### src/rtl/hbus_dline_w.sv
// Programmable delay line for HyperBus PHY capture alignment: delays {valid,data}
// by delay_cur+1 cycles and flushes the pipeline cleanly on every delay change.
module hbus_dline_w #(
  parameter int W          = 8,
  parameter int N          = 3,
  parameter int DELAY_INIT = 0
) (
  input  logic         clk,
  input  logic         rst,
  input  logic [W-1:0] di_i,
  input  logic         di_valid_i,
  output logic [W-1:0] do_o,
  output logic         do_valid_o,
  input  logic [N-1:0] delay_in_i,
  input  logic         delay_stb_i,
  output logic [N-1:0] delay_cur_o,
  output logic         busy_o
);

  logic [N-1:0] delay_cur_q, delay_cur_d;
  logic [N:0]   cnt_q, cnt_d;
  logic [W-1:0] do_q, do_d;
  logic         do_valid_q, do_valid_d;
  logic [W:0]   pipe_out;

  // Stage i holds 2^i samples and is switched in when delay_cur[i] is set, so the
  // enabled stages sum to exactly delay_cur extra cycles.
  for (genvar i = 0; i < N; i++) begin : g_stage
    localparam int LEN = 1 << i;

    logic [W:0]     stg_in;
    logic [W:0]     stg_out;
    logic [W-1:0]   sr_data_q [LEN];
    logic [LEN-1:0] sr_vld_q;

    if (i == 0) begin : g_first
      assign stg_in = {di_valid_i, di_i};
    end else begin : g_next
      assign stg_in = g_stage[i-1].stg_out;
    end

    // NOTE: data words carry no reset; only the valid bits decide what is real,
    // which keeps the shift registers free of reset fan-out.
    always_ff @(posedge clk) begin
      sr_data_q[0] <= stg_in[W-1:0];
      for (int k = 1; k < LEN; k++) sr_data_q[k] <= sr_data_q[k-1];
    end

    // A strobe clears every valid bit, bypassed stages included, so stale samples
    // can never resurface when a stage is later switched back in.
    always_ff @(posedge clk) begin
      if (rst || delay_stb_i) begin
        sr_vld_q <= '0;
      end else begin
        sr_vld_q[0] <= stg_in[W];
        for (int k = 1; k < LEN; k++) sr_vld_q[k] <= sr_vld_q[k-1];
      end
    end

    assign stg_out = delay_cur_q[i] ? {sr_vld_q[LEN-1], sr_data_q[LEN-1]} : stg_in;
  end

  assign pipe_out = g_stage[N-1].stg_out;

  // NOTE: every next-state variable gets a default first so no path leaves it
  // unassigned, which would otherwise infer a latch.
  always_comb begin
    delay_cur_d = delay_cur_q;
    cnt_d       = cnt_q;
    do_d        = pipe_out[W-1:0];
    do_valid_d  = pipe_out[W];
    if (delay_stb_i) begin
      delay_cur_d = delay_in_i;
      cnt_d       = {1'b0, delay_in_i} + (N+1)'(1);
      do_valid_d  = 1'b0;
    end else if (cnt_q != '0) begin
      cnt_d = cnt_q - (N+1)'(1);
    end
  end

  // NOTE: sequential state uses non-blocking assignments so every register
  // samples the pre-edge values regardless of block ordering.
  always_ff @(posedge clk) begin
    if (rst) begin
      delay_cur_q <= N'(DELAY_INIT);
      cnt_q       <= '0;
      do_q        <= '0;
      do_valid_q  <= 1'b0;
    end else begin
      delay_cur_q <= delay_cur_d;
      cnt_q       <= cnt_d;
      do_q        <= do_d;
      do_valid_q  <= do_valid_d;
    end
  end

  assign do_o        = do_q;
  assign do_valid_o  = do_valid_q;
  assign delay_cur_o = delay_cur_q;
  assign busy_o      = (cnt_q != '0);

endmodule
### config.mk
export PLATFORM = sky130hd
export DESIGN_NAME = hbus_dline_w
export DESIGN_NICKNAME = d
export VERILOG_FILES = /design/src/rtl/hbus_dline_w.sv
export SDC_FILE = /design/constraint.sdc
export NUM_CORES = 1
export LEC_CHECK = 0
export ABC_AREA = 1
export ABC_CLOCK_PERIOD_IN_PS = 950
export CORE_ASPECT_RATIO = 0.5
export CORE_MARGIN = 8
export CORE_UTILIZATION = 45
export CTS_BUF_LIST = sky130_fd_sc_hd__clkbuf_16
export CTS_CLUSTER_DIAMETER = 30
export DETAILED_ROUTE_END_ITERATION = 8
export DONT_BUFFER_PORTS = 1
export GPL_TIMING_DRIVEN = 0
export PLACE_DENSITY = 0.68
export SLEW_MARGIN = 20
export SYNTH_ARGS = -nofsm -noshare
export SYNTH_HDL_FRONTEND = slang
export SYNTH_SLANG_ARGS = --single-unit
### constraint.sdc
create_clock -name clk -period 0.95 [get_ports clk]
set_input_delay 0.0475 -clock clk [delete_from_list [all_inputs] [get_ports clk]]
set_output_delay 0.0475 -clock clk [all_outputs]
set_load 0.02 [all_outputs]
==> Word level (Yosys, flattened, before mapping) <==
Memories as Yosys holds them, arrays and structs flattened.
Index checks and enable logic that the tools add are counted.
{ "word_totals": {"reg_bits": 23, "ram_bits": 56, "out_inout_bits": 13, "elab_cells": 21, "memories": 3} }
{ "mem_list": {"columns": ["memory", "depth", "width", "rd", "rd_ports_with_merged_regs", "write_ports", "line_no", "rtl"], "rows": [
  ["g_stage[2].sr_data_q", 4, 8, 4, 0, 4, "33", "logic [W-1:0] sr_data_q [LEN];"],
  ["g_stage[1].sr_data_q", 2, 8, 2, 0, 2, "33", null],
  ["g_stage[0].sr_data_q", 1, 8, 1, 0, 1, "33", null]
]} }
{ "op_classes": {"n_addsub": 2, "mux": 5, "n_reduce_logical": 4} }
{ "ops": {"columns": ["cell", "n"], "rows": [
  ["2-to-1 mux 9 bit", 3],
  ["2-to-1 mux 4 bit", 2],
  ["adder 3 x 1 -> 4 bit, second input constant", 1],
  ["nonzero test 4 bit", 1],
  ["subtractor 4 x 1 -> 4 bit, second input constant", 1],
  ["nonzero test 2 bit", 1],
  ["OR reduction 2 bit", 1],
  ["logical OR 1 bit", 1]
]} }

==> Longest topological paths before layout <==
Gate-level depths: netlist of run 1.
{ "depth": {"depth_word": 3, "depth_mapped": 6, "ltp_nobuf": 6} }

==> Least setup slack after synthesis of run 1 <==
Ideal clock, no wire load.
{ "synth_path": {"path_type": "register to register", "startpoint": "register cnt_q[0]", "endpoint": "register cnt_q[0]", "arrival_time_ns": 1.035, "t_required_ns": 0.880, "slack_ns": -0.154, "path_stages_with_launch": 7, "n_path_buf": 0, "synth_period_minus_slack_ns": 1.104, "cell_sequence": "dfxtp_1 inv_1 ha_1 nand3_2 nor2_1 nand2_1 a21oi_1"} }
{ "synth_rtl": {"columns": ["item", "line_no", "rtl"], "rows": [
  ["start: declaration", "21", "logic [N:0] cnt_q, cnt_d;"],
  ["start signal: assignment", "91", "cnt_q <= cnt_d;"],
  ["nonzero test 4 bit", null, null],
  ["net busy_o", "17", "output logic busy_o"],
  ["nonzero test 2 bit (no source line)", null, null]
]} }
The timed path passes the listed nets, and every way through them passes these cells. The select of a mux whose other input is x is not followed.
A chain may end at the register's enable or synchronous reset.

==> Worst setup path after layout of run 1 <==
{ "layout_path": {"startpoint": "register delay_cur_q[2] (netlist: delay_cur_o[2])", "endpoint": "register do_q[6] (netlist: do_o[6])"} }
{ "layout_via": {"elab_chain_cells": 1} }
{ "layout_rtl": {"columns": ["item", "line_no", "rtl"], "rows": [
  ["start: declaration", "20", "logic [N-1:0] delay_cur_q, delay_cur_d;"],
  ["start signal: assignment", "85", "delay_cur_q <= N'(DELAY_INIT);"],
  ["start signal: assignment", "90", "delay_cur_q <= delay_cur_d;"],
  ["2-to-1 mux 9 bit", "60", "assign stg_out = delay_cur_q[i] ? {sr_vld_q[LEN-1], sr_data_q[LEN-1]} : stg_in;"],
  ["end signal: assignment", "92", "do_q <= do_d;"],
  ["end: declaration", "22", "logic [W-1:0] do_q, do_d;"]
]} }
No other way between the ends.

==> summary.md, run 1 <==
| Metric | Value |
|---|---|
| Worst slew margin | 0.837 |
| Avg Vias per Cell | 4.84 |
| Crit path required time | 1.17 ns |
| Starting Density | 0.474 |
| Design Power | 7.77 mW |
| First-pass GRT wire length | 7980 um |
| Clk_skew | 0.00625 ns |
| Failing checks | setup timing |
| CTS Buf Count | 9 |
| Max-Cap Viols | 0 |
| Yosys reg bits | 79 |
| Pwr/cell area | 2430 mW/mm^2 |
| Outcome | complete, but fails checks |
| Fin area | 0.00320 mm^2 |
| Core Region | 0.00500 mm^2 |
| Worst-skew pair later-pin latency | 0.33 ns |
| Via count of the routed design | 1,588 |
| Worst-path fanout max | 5 |
| Synth Net Count | 233 |
| Placed inst area | 0.00249 mm^2 |
| Io pins | 28 |
| CTS sink count | 79 |
| Fin crit share | 1.17 |
| Worst Setup Slack, final | -0.159 ns |
| Syn_area_per_cell | 11.0 um^2 |
| Critical Path AT | 1.33 ns |
| Register-to-register setup slack | -0.16 ns |
| Yosys warning total | 0 |
| Max Fclk | 902 MHz |
| DRC Markers | 0 |
| ANT nets after route | 0 |
| Most common cell after layout, fill and taps aside | dfxtp_1 |
| Async S/R FF share, synth | 0 |
| CTS tree | yes |
| Unrepaired setup endpoints after global routing | true |
| Die Width | 119 um |
| WHS | 0.0249 ns |
| Number of global-route vias before repair | 1,638 |
| Die footprint | 0.00799 mm^2 |
| EDFF count, synth | 0 |
| Router iterations before antenna repair | 4 |
| Root Driver | clkbuf_16 |
| Fin cells | 328 |
| Area growth, synth to finish | 34.9% |
| Commonest non-fill, non-tap cells in the layout | dfxtp_1 (74), nand2_1 (24), inv_1 (22), dlygate4sd3_1 (16), clkbuf_16 (12) |
| H-tree depth | 3 |
| Gr ovfl total | 0 |
| Gpl congestion | 0.793 |
| Endpoints failing setup | 25 |
| Startpoint Class | flop |
| Worst vdd ir | 1.16 mV |
| Cell row count | 18 |
| Uppermost routed layer | met4 |
| Seq/Total Area, Yosys | 0.667 |
| Post-DP HPWL | 2790 um |
| Final net count | 271 |
| Final min period | 1.11 ns |
| Fin util | 0.639 |
| Largest net degree at the start of global routing | 13 |
| Overall routing resource usage | 0.130 |
| Final Hold Viols | 0 |
| CTS max path bufs | 2 |
| Die height | 67.3 um |
| Ant diodes | 0 |
| Met2 WL | 2610 um |
| Mapped Cells | 215 |
| Dpl cells | 285 |
| Final Max Tran Viols | 0 |
| Ys flop type | dfxtp_1 |
| Least-Margin Pin Slew | 0.245 ns |
| CP endpoint kind | flop |
| WL met3 | 265 um |
| WL met1 | 2220 um |
| Crit path kind | flop to flop |
| Initial antenna violation count | 0 |
| Leak Pwr | 1.40 nW |
| DRT iter0 DRCs | 91 |
| Average routed wire per standard cell | 15.6 um |
| Mapped cell area | 0.00237 mm^2 |
| Count of input and output buffers | 0 |
| Drt total wl | 5120 um |
| Post-synth cell types | 23 |
| Reg clk slew, reported paths | 0.06 ns |
| Ratio of cells with drive above 1 in the final layout | 0.349 |
| Min-delay worst type | primary input to flop |
[synthesized netlist by cell type, types with 2 or more instances]
cell type | count | area (um^2)
inv_1 | 22 | 82.6
nand2_2 | 9 | 56.3
ha_1 | 3 | 37.5
a21oi_2 | 9 | 78.8
o21ai_2 | 8 | 70.1
buf_6 | 4 | 45.0
nand3_1 | 8 | 40.0
o21ai_0 | 10 | 50.1
nand3_2 | 7 | 70.1
dfxtp_1 | 79 | 1580
a21oi_1 | 6 | 30.0
nand4_1 | 2 | 12.5
nand2_1 | 28 | 105
nor2_1 | 11 | 41.3
[power by group]
group / internal [mW] / switching [mW] / leakage (nW)
Clock: 1.88 / 1.22 / 0.145
Combinational: 0.368 / 0.447 / 0.586
Sequential: 3.66 / 0.192 / 0.665
[routing by layer]
| layer | global-route usage | up-vias |
|---|---|---|
| met1 | 0.139 | 773 |
| met4 | 0.0484 | 0 |
| met3 | 0.0574 | 5 |
| li1 | - | 771 |
| met2 | 0.231 | 39 |
| met5 | 0 | - |
[cell type report]
cell class	count	area, um^2
tap	70	87.6
inverter	25	123
fill	391	1800
sequential	79	1600
timing repair buffer	25	263
timing repair inverter	2	18.8
buffer	5	78.8
clock buffer	10	250
clock inverter	6	27.5
multi-input combinational	106	753
[critical path: stages, from the launching register on]
cell and delay (ns):
dfxtp_4 0.43, clkinvlp_4 0.22, buf_12 0.20, o21ai_2 0.12, a21oi_2 0.04
[through the flow]
step / setup slack, ns / TNS [ns]
4_1_cts: -0.139 / -1.76
3_3_place_gp: -0.140 / -1.84
5_1_grt: -0.204 / -2.93
6_report: -0.159 / -2.05
3_5_place_dp: -0.144 / -1.96
2_1_floorplan: -0.0394 / -0.0743
[state kept, by name (all words and copies together) (netlist names)]
signal	cells
do_o	8
g_stage.sr_vld_q	7
do_valid_o	1
delay_cur_o	3
cnt_q	4
g_stage.sr_data_q	56
[repair_timing]
item	4_1_cts	5_1_grt
hold endpoints to repair	45	0
setup buffers	4	3
pin swaps	3	5
cloned	3	1
hold buffers	16	0
endpoints found under the setup margin	24	24
gates resized for setup	24	24
[path summary, 6_finish.rpt]
| path | startpoint | end | cells after the start |
|---|---|---|---|
| max | delay_cur_o[2] | do_o[6] | 4 |
| min | delay_stb_i | delay_cur_o[2] | 3 |
| max reg2reg | delay_cur_o[2] | do_o[6] | 4 |
| min reg2reg | g_stage[2].sr_data_q[2][0] | g_stage[2].sr_data_q[3][0] | 0 |
[kinds of logic (layout without fill, tap and decap cells)]
family,count (synthesis),count (layout),share of synthesized area
xor gates and xnor gates,2,2,0.00739
AOI/OAI and AO/OA,34,34,0.0987
buffers and inverters,30,73,0.0660
and+or+nand+nor,67,67,0.145
adders and majority gates,3,3,0.0158
DFF,79,79,0.667
(Power assumes the default switching activity.)
==> run 2: changes to the inputs <==
Settings changed: SKIP_CTS_REPAIR_TIMING set to 1.
==> run 2 against run 1 <==
The flow finishes with violations (hold timing, setup timing). Register-to-register slack better by 0.03 ns. Sequential share of layout area up 1.3 points. Critical path type is now flop to output pin. First-iteration DRC count up 34%. Fmax up 1.9%. Via count down 4.2%. Wire length down 4.4%. Final cell count down 2.7%. Clock power about the same.
==> summary.md, run 2 (synthesis results as in run 1) <==
| Metric | Value |
|---|---|
| Worst Hold Path EP | cnt_q[0] |
| Number of fill cells in the layout | 398 (+1.8%) |
| Cell row count | 18 (unchanged) |
| Overall routing resource usage | 0.116 (-0.0139) |
| Final net count | 262 (-3.3%) |
| First-pass GRT wire length | 7070 um (-11%) |
| Endpoints failing setup | 23 (-8.0%) |
| Count of input and output buffers | 0 (unchanged) |
| Fin util | 0.624 (-0.0158) |
| Via count of the routed design | 1,522 (-4.2%) |
| Worst slew margin | 0.842 (+0.00495) |
| Psw | 1.83 mW (-1.5%) |
| Reg-to-reg endpoint | cnt_q[0] |
| Worst Setup Slack, final | -0.138 ns (+0.0207 ns) |
| CTS Buf Count | 9 (unchanged) |
| Top reg by flops | g_stage.sr_data_q |
| Average routed wire per standard cell | 15.3 um (-1.7%) |
| Leak Pwr | 1.36 nW (-2.6%) |
| Clock Power Share | 0.403 (+0.004) |
| Crit path largest cell delay | 0.35 ns (-0.08 ns) |
| Crit. path cell count | 3 (-1) |
| Register-to-register setup slack | -0.13 ns (+0.03 ns) |
| Avg Vias per Cell | 4.77 (-1.5%) |
| Least-Margin Pin Slew | 0.235 ns (-0.00958 ns) |
| Commonest non-fill, non-tap cells in the layout | dfxtp_1 (74), nand2_1 (25), inv_1 (22), dlygate4sd3_1 (14), clkbuf_16 (12) |
| Number of global-route vias before repair | 1,512 (-7.7%) |
| Unrepaired setup endpoints after global routing | true |
| Drt total wl | 4890 um (-4.4%) |
| Failing checks | hold timing, setup timing |
| ANT nets after route | 0 (unchanged) |
| Clk_skew | 0.00370 ns (-0.00255 ns) |
| Router iterations before antenna repair | 4 (unchanged) |
| Net Sw Frac | 0.238 (-0.00143) |
| Largest register FFs | 56 (unchanged) |
| Fin crit share | 1.15 (-0.0218) |
| Die height | 67.3 um (unchanged) |
| Die footprint | 0.00799 mm^2 (unchanged) |
| CP bufs+invs | 1 (-1) |
| Worst-skew pair later-pin latency | 0.33 ns (about the same) |
| Largest net degree at the start of global routing | 13 (unchanged) |
| Crit path max-delay cell type | dfxtp_2 |
| Worst Min Path Start | rst |
| Gpl congestion | 0.793 (unchanged) |
| Crit path required time | 0.90 ns (-0.27 ns) |
| Placed inst area | 0.00249 mm^2 (unchanged) |
| Startpoint Class | flop |
| Post-DP HPWL | 2790 um (unchanged) |
| Pwr/cell area | 2470 mW/mm^2 (+1.5%) |
| Multi-input combinational cell area | 747 um^2 (-0.83%) |
| Final Hold Viols | 3 (+3) |
| Combinational share of power | 0.097 (-0.008) |
| CTS max path bufs | 2 (unchanged) |
| CP endpoint kind | output pin |
| Worst reg2reg path depth | 6 (+2) |
| Initial antenna violation count | 0 (unchanged) |
| WHS | -0.219 ns (-0.244 ns) |
| Final Max Tran Viols | 0 (unchanged) |
| H-tree depth | 3 (unchanged) |
| Worst-path fanout max | 4 (-1) |
| Reg clk slew, reported paths | 0.05 ns (about the same) |
| Gr ovfl total | 0 (unchanged) |
| Reg power frac | 0.500 (+0.004) |
| Io pins | 28 (unchanged) |
| Worst-path cell chain | inv_4 -> ha_4 -> nand3_4 |
| Final min period | 1.09 ns (-0.0207 ns) |
| Root Driver | clkbuf_16 |
| Critical Path AT | 1.04 ns (-0.29 ns) |
| DRC Markers | 0 (unchanged) |
| Area growth, synth to finish | 31.6% |
| Pint | 5.87 mW (-0.77%) |
| Outcome | complete, but fails checks |
| Hold path depth | 1 (-2) |
| Place WS | -0.144 ns (unchanged) |
| Crit path kind | flop to output pin |
| Max-Cap Viols | 0 (unchanged) |
| Worst vdd ir | 1.16 mV (about the same) |
| CTS sink count | 79 (unchanged) |
| Max Fclk | 919 MHz (+1.9%) |
| Most common cell after layout, fill and taps aside | dfxtp_1 |
| Ant diodes | 0 (unchanged) |
| Fin area | 0.00312 mm^2 (-2.5%) |
| Die Width | 119 um (unchanged) |
| Top delay family on crit path | flip-flops |
| Setup TNS | -2.06 ns (-0.0120 ns) |
| CTS tree | yes |
| Core Region | 0.00500 mm^2 (unchanged) |
| Min-delay worst type | primary input to flop |
| Ratio of cells with drive above 1 in the final layout | 0.317 (-0.0316) |
| R2R Path Start | cnt_q[0] |
| Starting Density | 0.474 (unchanged) |
| DRT iter0 DRCs | 122 (+34%) |
| Register area | 0.00160 mm^2 (unchanged) |
==> run 2: cell types whose count changed in the layout (fill, tap and decap cells not counted), sizes merged <==
cell,previous run,this run
buf,12,6
dlygate4sd3,16,14
inv,28,27
==> run 2: final cells by class <==
| type | instances | share of cell area |
|---|---|---|
| clock buffers | 10 | 0.0803 |
| inverters | 25 | 0.0405 |
| plain buffers | 5 | 0.0253 |
| repair buffers | 17 | 0.0634 |
| flip-flops and latches | 79 | 0.512 |
| repair inverters | 1 | 0.00241 |
| well taps | 70 | 0.0281 |
| clock inverters | 6 | 0.00883 |
| multi-input cells | 106 | 0.240 |
==> run 2: worst max path at each step <==
stage / to / start / slack [ns]
finish: busy_o / cnt_q[0] / -0.14
global route: cnt_q[0] / cnt_q[0] / -0.18
CTS: busy_o / cnt_q[0] / -0.17
detailed placement: cnt_q[0] / cnt_q[0] / -0.14
global placement: do_o[6] / delay_cur_o[2] / -0.14
floorplan: cnt_q[0] / cnt_q[0] / -0.04
==> run 2: layer usage <==
layer	track usage	part of all wire	wire (um)
met1	0.118	0.43	2110
met5	0	0	0
met3	0.0682	0.059	287
met4	0.0468	0.011	55
met2	0.198	0.50	2440
==> run 2: metrics by stage <==
stage / power, mW / std cells
2_1_floorplan: 4.31 / 215
3_3_place_gp: 4.42 / 285
3_5_place_dp: 4.46 / 285
4_1_cts: 7.55 / 301
5_1_grt: 8.03 / 319
6_report: 7.70 / 319
==> run 2: power groups by stage <==
stage	Combinational [mW]	Clock (mW)	Sequential, mW
final	0.746	3.10	3.85
after global routing	0.816	3.33	3.88
after CTS	0.558	3.15	3.84
after detailed placement	0.553	0	3.90
after global placement	0.533	0	3.89
after floorplan	0.454	0	3.86
